<file path="config.mk">
export PLATFORM = sky130hd
export DESIGN_NAME = tlul_reg_responder
export DESIGN_NICKNAME = d
export VERILOG_FILES = /design/src/rtl/tlul_reg_responder.sv
export SDC_FILE = /design/constraint.sdc
export NUM_CORES = 1
export LEC_CHECK = 0
export ABC_AREA = 1
export CORE_ASPECT_RATIO = 0.9
export CORE_MARGIN = 2
export CORE_UTILIZATION = 30
export CTS_BUF_LIST = sky130_fd_sc_hd__clkbuf_16
export CTS_CLUSTER_SIZE = 40
export DETAILED_ROUTE_END_ITERATION = 8
export PLACE_DENSITY = 0.67
export SLEW_MARGIN = 10
export SYNTH_ARGS = -nofsm -noshare
export SYNTH_HDL_FRONTEND = slang
export SYNTH_SLANG_ARGS = --single-unit
</file>
<file path="constraint.sdc">
create_clock -name clk_i -period 3.92 [get_ports clk_i]
set_input_delay 1.176 -clock clk_i [delete_from_list [all_inputs] [get_ports clk_i]]
set_output_delay 1.176 -clock clk_i [all_outputs]
set_load 0.03 [all_outputs]
</file>
<file path="src/rtl/tlul_reg_responder.sv">
// TL-UL device-side responder: turns one TL-UL request into a single-cycle
// register-bus strobe and returns AccessAck/AccessAckData, one transaction at a time.
package tlul_pkg;
  localparam int TL_AW = 32;
  localparam int TL_DW = 32;

  localparam logic [2:0] PUT_FULL_DATA    = 3'd0;
  localparam logic [2:0] PUT_PARTIAL_DATA = 3'd1;
  localparam logic [2:0] GET              = 3'd4;
  localparam logic [2:0] ACCESS_ACK       = 3'd0;
  localparam logic [2:0] ACCESS_ACK_DATA  = 3'd1;

  typedef struct packed {
    logic              a_valid;
    logic [2:0]        a_opcode;
    logic [2:0]        a_param;
    logic [1:0]        a_size;
    logic [7:0]        a_source;
    logic [TL_AW-1:0]  a_address;
    logic [3:0]        a_mask;
    logic [TL_DW-1:0]  a_data;
    logic [15:0]       a_user;
    logic              d_ready;
  } tl_h2d_t;

  typedef struct packed {
    logic              d_valid;
    logic [2:0]        d_opcode;
    logic [2:0]        d_param;
    logic [1:0]        d_size;
    logic [7:0]        d_source;
    logic [0:0]        d_sink;
    logic [TL_DW-1:0]  d_data;
    logic [15:0]       d_user;
    logic              d_error;
    logic              a_ready;
  } tl_d2h_t;
endpackage

module tlul_reg_responder
  import tlul_pkg::*;
#(
  parameter int               RegAw    = 8,
  parameter int               RegDw    = 32,
  parameter logic [RegDw-1:0] ErrRdata = 32'hFFFF_FFFF
) (
  input  logic               clk_i,
  input  logic               rst_i,
  input  tl_h2d_t            tl_i,
  output tl_d2h_t            tl_o,
  output logic               re_o,
  output logic               we_o,
  output logic [RegAw-1:0]   addr_o,
  output logic [RegDw-1:0]   wdata_o,
  output logic [RegDw/8-1:0] be_o,
  input  logic [RegDw-1:0]   rdata_i,
  input  logic               error_i
);

  if (RegDw != TL_DW) begin : g_bad_dw
    $error("RegDw must equal TL_DW");
  end
  if (RegAw < 2 || RegAw > TL_AW) begin : g_bad_aw
    $error("RegAw must lie in [2, TL_AW]");
  end

  typedef enum logic [1:0] {IDLE = 2'd0, ACCESS = 2'd1, RESP = 2'd2} state_t;

  state_t             state;
  logic               is_get;
  logic               err_req;
  logic               rsp_valid;
  logic [2:0]         rsp_opcode;
  logic [1:0]         rsp_size;
  logic [7:0]         rsp_source;
  logic [RegDw-1:0]   rsp_data;
  logic               rsp_error;

  // Address bits above RegAw are decoded upstream; param and user carry nothing here.
  logic unused_bits;
  assign unused_bits = ^{tl_i.a_param, tl_i.a_user, tl_i.a_address[TL_AW-1:RegAw]};

  // Protocol checks on the incoming A-channel beat.
  always_comb begin
    err_req = 1'b0;
    if (tl_i.a_opcode != GET && tl_i.a_opcode != PUT_FULL_DATA &&
        tl_i.a_opcode != PUT_PARTIAL_DATA) begin
      err_req = 1'b1;
    end else if (tl_i.a_address[1:0] != 2'b00 || tl_i.a_size > 2'd2) begin
      err_req = 1'b1;
    end else if (tl_i.a_opcode == PUT_FULL_DATA && tl_i.a_mask != 4'hF) begin
      err_req = 1'b1;
    end else begin
      err_req = 1'b0;
    end
  end

  // Transaction FSM with registered strobes and response fields.
  always_ff @(posedge clk_i or posedge rst_i) begin
    if (rst_i) begin
      state      <= IDLE;
      is_get     <= 1'b0;
      re_o       <= 1'b0;
      we_o       <= 1'b0;
      addr_o     <= '0;
      wdata_o    <= '0;
      be_o       <= '0;
      rsp_valid  <= 1'b0;
      rsp_opcode <= 3'd0;
      rsp_size   <= 2'd0;
      rsp_source <= 8'd0;
      rsp_data   <= '0;
      rsp_error  <= 1'b0;
    end else begin
      case (state)
        IDLE: begin
          if (tl_i.a_valid) begin
            is_get     <= (tl_i.a_opcode == GET);
            addr_o     <= {tl_i.a_address[RegAw-1:2], 2'b00};
            wdata_o    <= tl_i.a_data;
            be_o       <= tl_i.a_mask;
            rsp_size   <= tl_i.a_size;
            rsp_source <= tl_i.a_source;
            if (err_req) begin
              // Errored requests skip the backend entirely.
              state      <= RESP;
              rsp_valid  <= 1'b1;
              rsp_error  <= 1'b1;
              rsp_opcode <= (tl_i.a_opcode == GET) ? ACCESS_ACK_DATA : ACCESS_ACK;
              rsp_data   <= (tl_i.a_opcode == GET) ? ErrRdata : '0;
            end else begin
              state <= ACCESS;
              re_o  <= (tl_i.a_opcode == GET);
              we_o  <= (tl_i.a_opcode != GET);
            end
          end
        end
        ACCESS: begin
          state      <= RESP;
          re_o       <= 1'b0;
          we_o       <= 1'b0;
          rsp_valid  <= 1'b1;
          rsp_error  <= error_i;
          rsp_opcode <= is_get ? ACCESS_ACK_DATA : ACCESS_ACK;
          rsp_data   <= is_get ? (error_i ? ErrRdata : rdata_i) : '0;
        end
        RESP: begin
          if (tl_i.d_ready) begin
            state     <= IDLE;
            rsp_valid <= 1'b0;
          end
        end
        default: begin
          state <= IDLE;
          re_o  <= 1'b0;
          we_o  <= 1'b0;
        end
      endcase
    end
  end

  // D-channel assembly; a_ready follows the state register only.
  always_comb begin
    tl_o          = '0;
    tl_o.d_valid  = rsp_valid;
    tl_o.d_opcode = rsp_opcode;
    tl_o.d_size   = rsp_size;
    tl_o.d_source = rsp_source;
    tl_o.d_data   = rsp_data;
    tl_o.d_error  = rsp_error;
    tl_o.a_ready  = (state == IDLE);
  end

endmodule

</file>
-- Word level (Yosys, flattened, before mapping)
Cells that the tools add are included.
- flip-flop bits (word level): 94
- bits in writable memories: 0
- memories: 0
- word-level logic and storage cells: 69
- memory bits (read-only): 0
- bits in latches: 0
- reductions and logical operators: 15
- div/mod/pow operators: 0
- add/sub/neg operators: 0
- $mul: 0
- equality and inequality tests: 10
- bitwise operators: 1
- shift operators: 0
- mux-type cells: 29
- order comparisons: 1
- operator list (operator ; count):
    two-way mux 32 bit ; 5
    case mux 32 bit (2 select lines) ; 1
    two-way mux 1 bit ; 12
    two-way mux 2 bit ; 3
    two-way mux 3 bit ; 2
    inequality test 2 bit (second input constant) ; 3
    case mux 1 bit (2 select lines) ; 3
    case mux 2 bit (3 select lines) ; 1
    case mux 3 bit (2 select lines) ; 1
    AND reduction 3 bit ; 2
    nonzero test 3 bit ; 2
    inequality test 4 bit (second input constant) ; 1
    AND reduction 2 bit ; 2
    AND reduction 4 bit ; 1
    nonzero test 2 bit ; 2
    equality test 3 bit (second input constant) ; 1
    logical AND 1 bit ; 3
    logical NOT 3 bit ; 1
    inequality test 3 x 1 -> 1 bit (second input constant) ; 1
    inequality test 3 bit (second input constant) ; 1
    case mux 1 bit (3 select lines) ; 1
    equality test 2 x 1 -> 1 bit (second input constant) ; 1
    equality test 2 bit (second input constant) ; 1
    > comparator 2 bit (second input constant) ; 1
    4 further kinds ; 4

-- Depth between registers and ports, before layout
Gate-level depths: netlist of run 1.
- word-level depth: 8
- mapped depth: 9
- mapped depth without buffers: 8

-- Least setup slack after synthesis of run 1
Ideal clock, no wire load.
- path type: input to register
- start: input port tl_i[99] in the netlist's numbering
- end: register rsp_valid
- data required time: 3.802 ns
- setup slack: 1.857 ns
- cell stages on the path: 7
- buffers on the path: 1
- setup time: 0.118 ns
- data arrival time: 1.946 ns
- cell sequence: nor2_1 > nand2_1 > nor2_2 > nand3_4 > nand2_2 > buf_4 > nand2_1
- longest elaborated chain between the ends: 7
- elaborated cells between the ends (all ways): 12
- classes of those cells: eq/ne: 3; mux: 3; reduce/logical: 6
- RTL lines (element ; RTL line ; text):
    start, declared ; 49 ; input tl_h2d_t tl_i,
    logical NOT 3 bit ; 91 ; end else if (tl_i.a_opcode == PUT_FULL_DATA && tl_i.a_mask != 4'hF) begin
    logical AND 1 bit ; 91 ;
    two-way mux 1 bit ; 91 ;
    two-way mux 1 bit ; 89 ; end else if (tl_i.a_address[1:0] != 2'b00 || tl_i.a_size > 2'd2) begin
    two-way mux 1 bit * ; 86 ; if (tl_i.a_opcode != GET && tl_i.a_opcode != PUT_FULL_DATA &&
    inequality test 2 x 1 -> 1 bit (no line) * ; n/a ;
    AND reduction 4 bit (no line) * ; n/a ;
    end signal, assigned ; 108 ; rsp_valid <= 1'b0;
    end signal, assigned ; 127 ; rsp_valid <= 1'b1;
    end signal, assigned ; 142 ; rsp_valid <= 1'b1;
    end, declared ; 72 ; logic rsp_valid;
Mark *: on every way between the ends. The rest lies on a longest branch, timed or not.
A chain may end at the register's enable or synchronous reset.

==> impl_metrics.csv, run 1 <==
group,metric,value,unit
layout,nFillCells,1370,
timing,hold_viol,0,
drt,drt-total-wl,11600,µm
clock_network,clockBufferDepth,2,
worst_setup_path,cp-end-kind,"output pin",
logic_synthesis,yosys.area.top_type,"dfrtp_1",
global_route,grt_util_all_layers,15.9,%
worst_setup_path,cpMaxStageDelayCell,"clkdlybuf4s50_1",
timing,fin_tns_setup,0,ps
global_route,grt_pass1_vias,3729,
logic_synthesis,synthTopCellsByArea,"dfrtp_1, nand2_1, buf_4, nand3_1, o21ai_0",
outcome,run_status,"finished clean",
hold_path,hp-class,"flop to flop",
layout,nets,832,
logic_synthesis,yosys-top-cells-count,"nand2_1, dfrtp_1, nand3_1",
power_and_ir_drop,p_per_area,540,mW/mm²
clock_network,cts-root-buf,"clkbuf_16",
worst_setup_path,critical_path_depth,2,
logic_synthesis,synth_cell_type_count,21,
place,hpwl,8100,µm
worst_setup_path,required,2740,ps
worst_setup_path,path_class,"flop to output pin",
worst_setup_path,path_cells,"nor2_4 > clkdlybuf4s50_1",
logic_synthesis,synth_compound_area_share,4.30,%
timing,rsz0062_at_grt,"no",
layout,seqCellArea,0.00230,mm²
layout,post-route-util,46.2,%
global_route,grt_max_degree,55,
drt,drt_iter0_markers,219,
logic_synthesis,netlist_area,0.00422,mm²
clock_network,clk_pin_slew,60,ps
timing,slew_headroom,25.3,%
global_route,antenna_found_initial,0,
logic_synthesis,synth-seq-cells,92,
timing,fmax,342,MHz
global_route,grt-ovfl-total,0,
logic_synthesis,synth_xor_area_share,0,%
layout,final_layout_size_suffix_gt1_share,4.57,%
floorplan,core-area,0.0139,mm²
layout,n_antenna_cell,0,
logic_synthesis,synth-seq-area-share,54.5,%
drt,ant_nets,0,
timing,timing.final.crit_share,74.6,%
logic_synthesis,synth_edf_count,0,
worst_setup_path,crit_path_max_incr_delay,730,ps
drt,wl_per_cell,13.0,µm
run,drv_cap,0,
floorplan,die_w,129,µm
drt,routed-via-count,3884,
timing,setup_viol,0,
timing,slew_viol_final,0,
clock_network,cts-resized-gates,0,
logic_synthesis,yosysWarnings,0,
logic_synthesis,synthAdderAreaFrac,0,%
clock_network,cts_setup_buffers,0,
power_and_ir_drop,total_power,0.00347,W
drt,dr.pass1.iters,4,
worst_setup_path,worst-path-buf-inv,1,
power_and_ir_drop,irDropWorstVdd,0.231,mV
layout,area_growth,52.0,%
drt,via_per_inst,4.35,
worst_setup_path,timing.rr.end,"rsp_data[21]$_DFFE_PP0P_",
clock_network,cts_sinks,92,
logic_synthesis,post-synth-top-count-cell,"nand2_1",
logic_synthesis,synthCells,526,
place,port_buffers,183,
place,globalplace.congestion,0.794,
floorplan,rows,41,
worst_setup_path,cp-start-kind,"flop",
floorplan,start_util,30.4,%
clock_network,clkLatencyLatePin,350,ps
logic_synthesis,syn_avg_cell_area,8.03,µm²
logic_synthesis,async_reset_ff_share,100,%
worst_setup_path,r2r_cells,7,
worst_setup_path,crit_path_max_fanout,5,
worst_setup_path,cp-startpoint,"state[1]$_DFFE_PP0P_",
worst_setup_path,r2r-start,"state[1]$_DFFE_PP0P_",
floorplan,dieArea,0.0150,mm²
drt,drcViolationCount,0,
worst_setup_path,cp-endpoint,"tl_o[0]",
timing,worst_pin_slew,1120,ps
floorplan,die_h,117,µm
logic_synthesis,synthMuxAreaShare,0,%
clock_network,ctsHoldBuffers,0,
worst_setup_path,cpLargestDelayFamily,"buffers and inverters",
power_and_ir_drop,leakagePower,3.27,nW
clock_network,cts_buffers,9,
logic_synthesis,synthSimpleGateAreaFrac,31.5,%
floorplan,io_pins,251,
clock_network,cts_tree,"yes",
timing,skew,10.7,ps
logic_synthesis,synth_top_area_share,54.5,%
worst_setup_path,crit_arrival,1750,ps
timing,period_needed,2920,ps
clock_network,htreeDepth,3,
logic_synthesis,synth_flop_cell,"dfrtp_1",
logic_synthesis,synth_top_family_by_area,"simple AND/OR/NAND/NOR gates",
worst_setup_path,r2r_slack,1850,ps
global_route,grt_pass1_wl,18600,µm
layout,multi_input_area,0.00160,mm²
## per-stage QoR
| stage | std cells | hold WS (ps) | setup WS, ps | area, µm² |
|---|---|---|---|---|
| CTS | 893 | 474 | 975 | 6420 |
| finish | 893 | 470 | 997 | 6420 |
| global placement | 877 | 455 | 699 | 6100 |
| detailed placement | 877 | 458 | 668 | 6100 |
| floorplan | 549 | 443 | 352 | 4310 |
| global route | 893 | 494 | 839 | 6420 |
## layer usage
layer	GRT usage (%)	wire length [µm]	vias up
met5	0	0	-
met4	5.07	193	0
met3	5.13	819	19
met2	25.8	5420	153
li1	-	-	1917
met1	20.1	5150	1795
## how the worst min path moves through the flow
stage          cells after the start  slack (ps)                       end                     start
6_report                           2         470  rsp_data[20]$_DFFE_PP0P_  rsp_data[20]$_DFFE_PP0P_
5_1_grt                            2         490  rsp_data[18]$_DFFE_PP0P_  rsp_data[18]$_DFFE_PP0P_
4_1_cts                            2         470  rsp_data[18]$_DFFE_PP0P_  rsp_data[18]$_DFFE_PP0P_
3_5_place_dp                       2         460  rsp_data[20]$_DFFE_PP0P_  rsp_data[20]$_DFFE_PP0P_
3_3_place_gp                       2         460   rsp_data[2]$_DFFE_PP0P_   rsp_data[2]$_DFFE_PP0P_
2_1_floorplan                      2         440     rsp_valid$_DFFE_PP0P_     rsp_valid$_DFFE_PP0P_
## worst register-to-register path: stages (launching register included)
cell     delay [ps]
dfrtp_1         470
inv_2            70
nand2_1          80
nor2_2          860
o21ai_0         240
nand2_1         130
nand3_1          80
nand2_1          90
## registers in the layout, summed over array words and instances (netlist names)
signal      count
rsp_source      8
rsp_size        2
rsp_opcode      1
we_o            1
re_o            1
be_o            4
addr_o          6
rsp_valid       1
state           2
wdata_o        32
rsp_data       32
rsp_error       1
is_get          1
## placed cells by master (no fill, tap or decap)
cell	count
nand2_2	2
nand3_4	1
dfrtp_1	92
clkbuf_16	9
nand2_1	278
clkinv_1	1
clkdlybuf4s50_1	183
buf_12	2
and2_1	1
nor2_4	1
o21ai_0	20
inv_6	1
inv_2	3
nand3b_1	1
o21ai_1	12
clkinvlp_4	2
nand3_1	38
a21oi_1	1
a21oi_4	1
inv_4	1
buf_4	4
bufinv_16	2
conb_1	24
inv_1	11
nor2_2	2
or2_2	1
nor2_1	6
## where the power goes
| group | switching, W | leakage [nW] | total, W | internal [W] |
|---|---|---|---|---|
| logic | 0.000765 | 1.94 | 0.00128 | 0.000515 |
| clock network | 0.000366 | 0.151 | 0.000923 | 0.000556 |
| registers | 0.000114 | 1.17 | 0.00126 | 0.00115 |
## final cells by class
cell class	instances	area share, %
clock buffers	9	3.51
clock inverters	7	1.42
inverters	14	0.858
multi-input cells	389	25.0
flip-flops and latches	92	35.9
well taps	193	3.76
repair buffers	189	29.6
## cell families after synthesis
logic type,after synthesis
flip-flops,92
buffers and inverters,68
AO/OA/AOI/OAI,34
AND/OR/NAND/NOR,331
other,1
No activity file was read; power rests on OpenSTA's default activity.
==> run 2, diff against run 1 <==
==> constraint.sdc (replaced) <==
create_clock -name clk_i -period 2.7 [get_ports clk_i]
set_input_delay 0.81 -clock clk_i [delete_from_list [all_inputs] [get_ports clk_i]]
set_output_delay 0.81 -clock clk_i [all_outputs]
set_load 0.03 [all_outputs]
==> run 2 against run 1 <==
Against the previous run:
- global-route usage is 0.17 points lower
- combinational power up 47%
- largest power group unchanged
- die area stayed put
- design area increased by 0.86%
- critical path type unchanged
- non-clock buffer count grew 6
- worst hold slack improved by 1.5 ps
==> impl_metrics.csv, run 2 (synthesis results as in run 1) <==
group,metric,value,unit
hold_path,hp-class,"flop to flop",
clock_network,cts_setup_buffers,0,
worst_setup_path,r2r_slack,1140,ps
worst_setup_path,path_class,"flop to output pin",
floorplan,die_w,129,µm
drt,drcViolationCount,0,
global_route,grt_util_all_layers,15.7,%
layout,area_growth,53.3,%
global_route,grt_pass1_wl,18700,µm
layout,final_cell_mix,"nand2_1, clkdlybuf4s50_1, dfrtp_1",
clock_network,ctsHoldBuffers,0,
worst_setup_path,r2r_cells,6,
timing,slew_headroom,63.0,%
outcome,run_status,"finished clean",
global_route,grt_pass1_vias,3769,
global_route,antenna_found_initial,0,
worst_setup_path,path_cells,"nor2_4 > clkdlybuf4s50_1",
worst_setup_path,timing.rr.end,"rsp_source[0]$_DFFE_PP0P_",
worst_setup_path,required,1890,ps
drt,ant_nets,0,
drt,drt_iter0_markers,163,
power_and_ir_drop,leakagePower,3.29,nW
drt,via_per_inst,4.31,
timing,setup_viol,0,
clock_network,htreeDepth,3,
place,placed_area,0.00615,mm²
worst_setup_path,cpMaxStageDelayCell,"clkdlybuf4s50_1",
place,port_buffers,183,
layout,stdcell_count,899,
layout,finalInstanceArea,0.00647,mm²
worst_setup_path,r2r-start,"state[1]$_DFFE_PP0P_",
worst_setup_path,crit_path_max_incr_delay,730,ps
place,dp.cells,883,
layout,final_layout_size_suffix_gt1_share,5.67,%
clock_network,clockBufferDepth,2,
timing,fmax,391,MHz
worst_setup_path,crit_arrival,1750,ps
clock_network,clk_pin_slew,70,ps
worst_setup_path,cp-end-kind,"output pin",
timing,period_needed,2560,ps
timing,worst_pin_slew,555,ps
place,globalplace.congestion,0.761,
drt,routed-via-count,3879,
worst_setup_path,cp-startpoint,"state[1]$_DFFE_PP0P_",
timing,rsz0062_at_grt,"no",
clock_network,cts-resized-gates,0,
worst_setup_path,cp-start-kind,"flop",
layout,n_antenna_cell,0,
layout,largest_registers,"rsp_data: 32 flops, wdata_o: 32 flops, rsp_source: 8 flops",
drt,wl_per_cell,13.0,µm
global_route,grt-ovfl-total,0,
global_route,grt_max_degree,93,
power_and_ir_drop,irDropWorstVdd,0.271,mV
floorplan,dieArea,0.0150,mm²
place,hpwl,8160,µm
layout,nFillCells,1355,
floorplan,core-area,0.0139,mm²
floorplan,start_util,30.4,%
timing,skew,3.11,ps
clock_network,cts_buffers,9,
worst_setup_path,crit_path_max_fanout,5,
timing,fin_tns_setup,0,ps
floorplan,rows,41,
drt,drt-total-wl,11700,µm
clock_network,clkLatencyLatePin,340,ps
timing,timing.final.crit_share,94.8,%
clock_network,cts-root-buf,"clkbuf_16",
worst_setup_path,cp-endpoint,"tl_o[0]",
timing,hold_viol,0,
drt,dr.pass1.iters,5,
power_and_ir_drop,p_per_area,783,mW/mm²
timing,slew_viol_final,0,
floorplan,io_pins,251,
run,drv_cap,0,
clock_network,cts_tree,"yes",
layout,nets,838,
clock_network,cts_sinks,92,
layout,final_common_cell,"nand2_1",
floorplan,die_h,117,µm
## run 2: cell types whose count changed in the layout (fill, tap and decap cells not counted), sizes merged
| cell | delta |
|---|---|
| clkinvlp | +2 |
| buf | +6 |
| inv | -2 |
## run 2: final cells by class
cell class | instances | area (µm²) | area share (%)
Clock buffer | 9 | 225 | 3.48
Inverter | 14 | 56.3 | 0.870
Clock inverter | 7 | 100 | 1.55
Tap cell | 193 | 241 | 3.73
Timing Repair Buffer | 195 | 1950 | 30.1
Multi-Input combinational cell | 389 | 1600 | 24.7
Sequential cell | 92 | 2300 | 35.6
## run 2: worst min path at each step
stage               slack, ps  depth (start not counted)                  endpoint                startpoint
floorplan                 440                          2     rsp_valid$_DFFE_PP0P_     rsp_valid$_DFFE_PP0P_
global placement          450                          2   rsp_data[1]$_DFFE_PP0P_   rsp_data[1]$_DFFE_PP0P_
detailed placement        460                          2  rsp_data[30]$_DFFE_PP0P_  rsp_data[30]$_DFFE_PP0P_
CTS                       480                          2  rsp_data[30]$_DFFE_PP0P_  rsp_data[30]$_DFFE_PP0P_
global route              500                          2  rsp_data[11]$_DFFE_PP0P_  rsp_data[11]$_DFFE_PP0P_
finish                    470                          2  rsp_data[30]$_DFFE_PP0P_  rsp_data[30]$_DFFE_PP0P_
## run 2: layer usage
layer / part of all wire [%] / GRT usage, %
met5: 0 / 0
met4: 1.3 / 4.49
met3: 7.1 / 5.96
met2: 48 / 25.6
met1: 44 / 19.5
## run 2: per-stage QoR
stage / util [%] / setup slack, ps / hold slack [ps] / total power (W)
global route: 46.6 / 86.9 / 499 / 0.00535
detailed placement: 44.2 / 409 / 458 / 0.00374
CTS: 46.6 / 115 / 475 / 0.00514
global placement: 44.2 / 451 / 454 / 0.00371
finish: 46.6 / 139 / 472 / 0.00507
floorplan: - / 812 / 443 / 0.00291
## run 2: power by group
group	internal [W]	switching (W)	leakage (nW)
Clock	0.000816	0.000548	0.148
Sequential	0.00167	0.000164	1.17
Combinational	0.000758	0.00112	1.97
## run 2: worst max-delay path, delay by kind of cell, from the launching register on
kind,cells,cell delay (ps)
and+or+nand+nor,1,210
DFF,1,470
buffers and inverters,1,730
==> run 3, diff against run 2 <==
--- a/config.mk
+++ b/config.mk
@@ -6,13 +6,15 @@
 export NUM_CORES = 1
 export LEC_CHECK = 0
 export ABC_AREA = 1
+export ABC_CLOCK_PERIOD_IN_PS = 2700
 export CORE_ASPECT_RATIO = 0.9
 export CORE_MARGIN = 2
 export CORE_UTILIZATION = 30
 export CTS_BUF_LIST = sky130_fd_sc_hd__clkbuf_16
 export CTS_CLUSTER_SIZE = 40
 export DETAILED_ROUTE_END_ITERATION = 8
-export PLACE_DENSITY = 0.67
+export DONT_BUFFER_PORTS = 1
+export GPL_TIMING_DRIVEN = 1
 export SLEW_MARGIN = 10
 export SYNTH_ARGS = -nofsm -noshare
 export SYNTH_HDL_FRONTEND = slang
==> run 3 against run 2 <==
Against the previous run:
- combinational power down 71%
- sequential cell count unchanged
- routed wire length down 13%
- register-to-register slack worse by 170 ps
- sequential power up 34%
- core utilization down 13 points
- sequential share of layout area up 14 points
- worst hold slack worse by 0.60 ps
- clock-buffer cell count unchanged
- largest cell class unchanged
==> impl_metrics.csv, run 3 (synthesis results as in run 1) <==
group,metric,value,unit
outcome,run_status,"finished clean",
timing,hold_viol,0,
layout,largest_registers,"rsp_data: 32 flops, wdata_o: 32 flops, rsp_source: 8 flops",
timing,skew,7.09,ps
worst_setup_path,required,1890,ps
power_and_ir_drop,irDropWorstVdd,0.310,mV
power_and_ir_drop,leakagePower,2.59,nW
floorplan,die_h,117,µm
global_route,use_met2,22.4,%
worst_setup_path,crit_path_max_incr_delay,470,ps
timing,slew_headroom,47.4,%
layout,final_cell_mix,"nand2_1, dfrtp_1, nand3_1",
clock_network,clk_pin_slew,70,ps
layout,n_antenna_cell,0,
global_route,busiest_layer,"met2",
floorplan,io_pins,251,
floorplan,rows,41,
clock_network,cts_tree,"yes",
drt,drt-total-wl,10100,µm
global_route,met3_usage,4.76,%
clock_network,cts-resized-gates,0,
floorplan,start_util,30.4,%
worst_setup_path,crit_arrival,1160,ps
drt,drt_iter0_markers,174,
layout,final_layout_size_suffix_gt1_share,6.74,%
worst_setup_path,cp-start-kind,"flop",
worst_setup_path,worst-path-buf-inv,0,
clock_network,cts_sinks,92,
drt,dr.pass1.iters,4,
layout,area_growth,9.51,%
global_route,grt_max_degree,55,
timing,fin_tns_setup,0,ps
drt,wl_per_cell,14.2,µm
worst_setup_path,cpMaxStageDelayCell,"dfrtp_1",
place,port_buffers,0,
layout,nets,651,
clock_network,ctsHoldBuffers,0,
timing,slew_viol_final,0,
floorplan,dieArea,0.0150,mm²
clock_network,clkLatencyLatePin,340,ps
drt,drcViolationCount,0,
clock_network,cts_setup_buffers,0,
run,drv_cap,0,
layout,nFillCells,1427,
timing,setup_viol,0,
timing,rsz0062_at_grt,"no",
clock_network,clockBufferDepth,2,
place,hpwl,7040,µm
global_route,grt_util_all_layers,13.7,%
global_route,grt-ovfl-total,0,
hold_path,hp-class,"input pin to async pin",
global_route,antenna_found_initial,1,
worst_setup_path,path_cells,"nor2_4",
timing,hold_ws,471,ps
power_and_ir_drop,p_per_area,945,mW/mm²
timing,fmax,507,MHz
worst_setup_path,cp-end-kind,"output pin",
floorplan,die_w,129,µm
worst_setup_path,path_class,"flop to output pin",
drt,routed-via-count,3203,
clock_network,cts_buffers,9,
drt,via_per_inst,4.50,
drt,ant_nets,0,
timing,timing.final.crit_share,73.0,%
worst_setup_path,cpLargestDelayFamily,"flip-flops",
timing,worst_pin_slew,788,ps
place,globalplace.congestion,0.745,
floorplan,core-area,0.0139,mm²
global_route,grt_pass1_wl,15800,µm
global_route,grt_pass1_vias,3061,
worst_setup_path,crit_path_max_fanout,5,
timing,period_needed,1970,ps
layout,final_common_cell,"nand2_1",
clock_network,cts-root-buf,"clkbuf_16",
clock_network,htreeDepth,3,
global_route,use_met1,15.9,%
## run 3: cell count changes in the layout (fill, tap and decap cells not counted)
cell	delta
buf_4	-5
buf_12	+1
inv_8	+1
clkinv_1	+1
clkdlybuf4s50_1	-183
clkinvlp_4	-1
clkinv_4	-1
## run 3: layout make-up
cell class              count  area (µm²)  share of cell area, %
clock buffers               9         225                   4.87
flip-flops and latches     92        2300                   49.8
well taps                 193         241                   5.22
inverters                  14        56.3                   1.22
repair buffers              8        97.6                   2.11
clock inverters             7        98.8                   2.14
multi-input cells         389        1600                   34.6
## run 3: power by group
group	internal, W	total (W)	leakage, nW	switching (W)
sequential	0.00166	0.00245	1.17	0.000797
combinational	0.000167	0.000544	1.26	0.000377
clock	0.000818	0.00137	0.152	0.000554
## run 3: layer usage
layer | vias up | wire length [µm]
met3 | 18 | 825
met2 | 134 | 4730
met1 | 1499 | 4300
li1 | 1550 | -
met5 | - | 13
met4 | 2 | 250
## run 3: path summary, 6_finish.rpt
check / startpoint / end / slack, ps / depth (start not counted)
hold reg to reg: is_get$_DFFE_PP0P_ / is_get$_DFFE_PP0P_ / 540 / 2
setup reg to reg: state[1]$_DFFE_PP0P_ / rsp_data[12]$_DFFE_PP0P_ / 970 / 5
max in group asynchronous: rst_i / wdata_o[20]$_DFFE_PP0P_ / 1610 / 2
setup / recovery: state[1]$_DFFE_PP0P_ / tl_o[0] / 730 / 1
min in group clk_i: is_get$_DFFE_PP0P_ / is_get$_DFFE_PP0P_ / 540 / 2
hold / removal: rst_i / wdata_o[9]$_DFFE_PP0P_ / 470 / 1
## run 3: metrics by stage
stage	util, %	cell area, µm²	instances	setup WS, ps	power [W]
finish	33.3	4620	712	728	0.00437
detailed placement	30.9	4300	696	618	0.00304
CTS	33.3	4620	712	700	0.00444
floorplan	-	4310	549	812	0.00291
global route	33.3	4620	712	686	0.00461
global placement	30.9	4300	696	629	0.00301
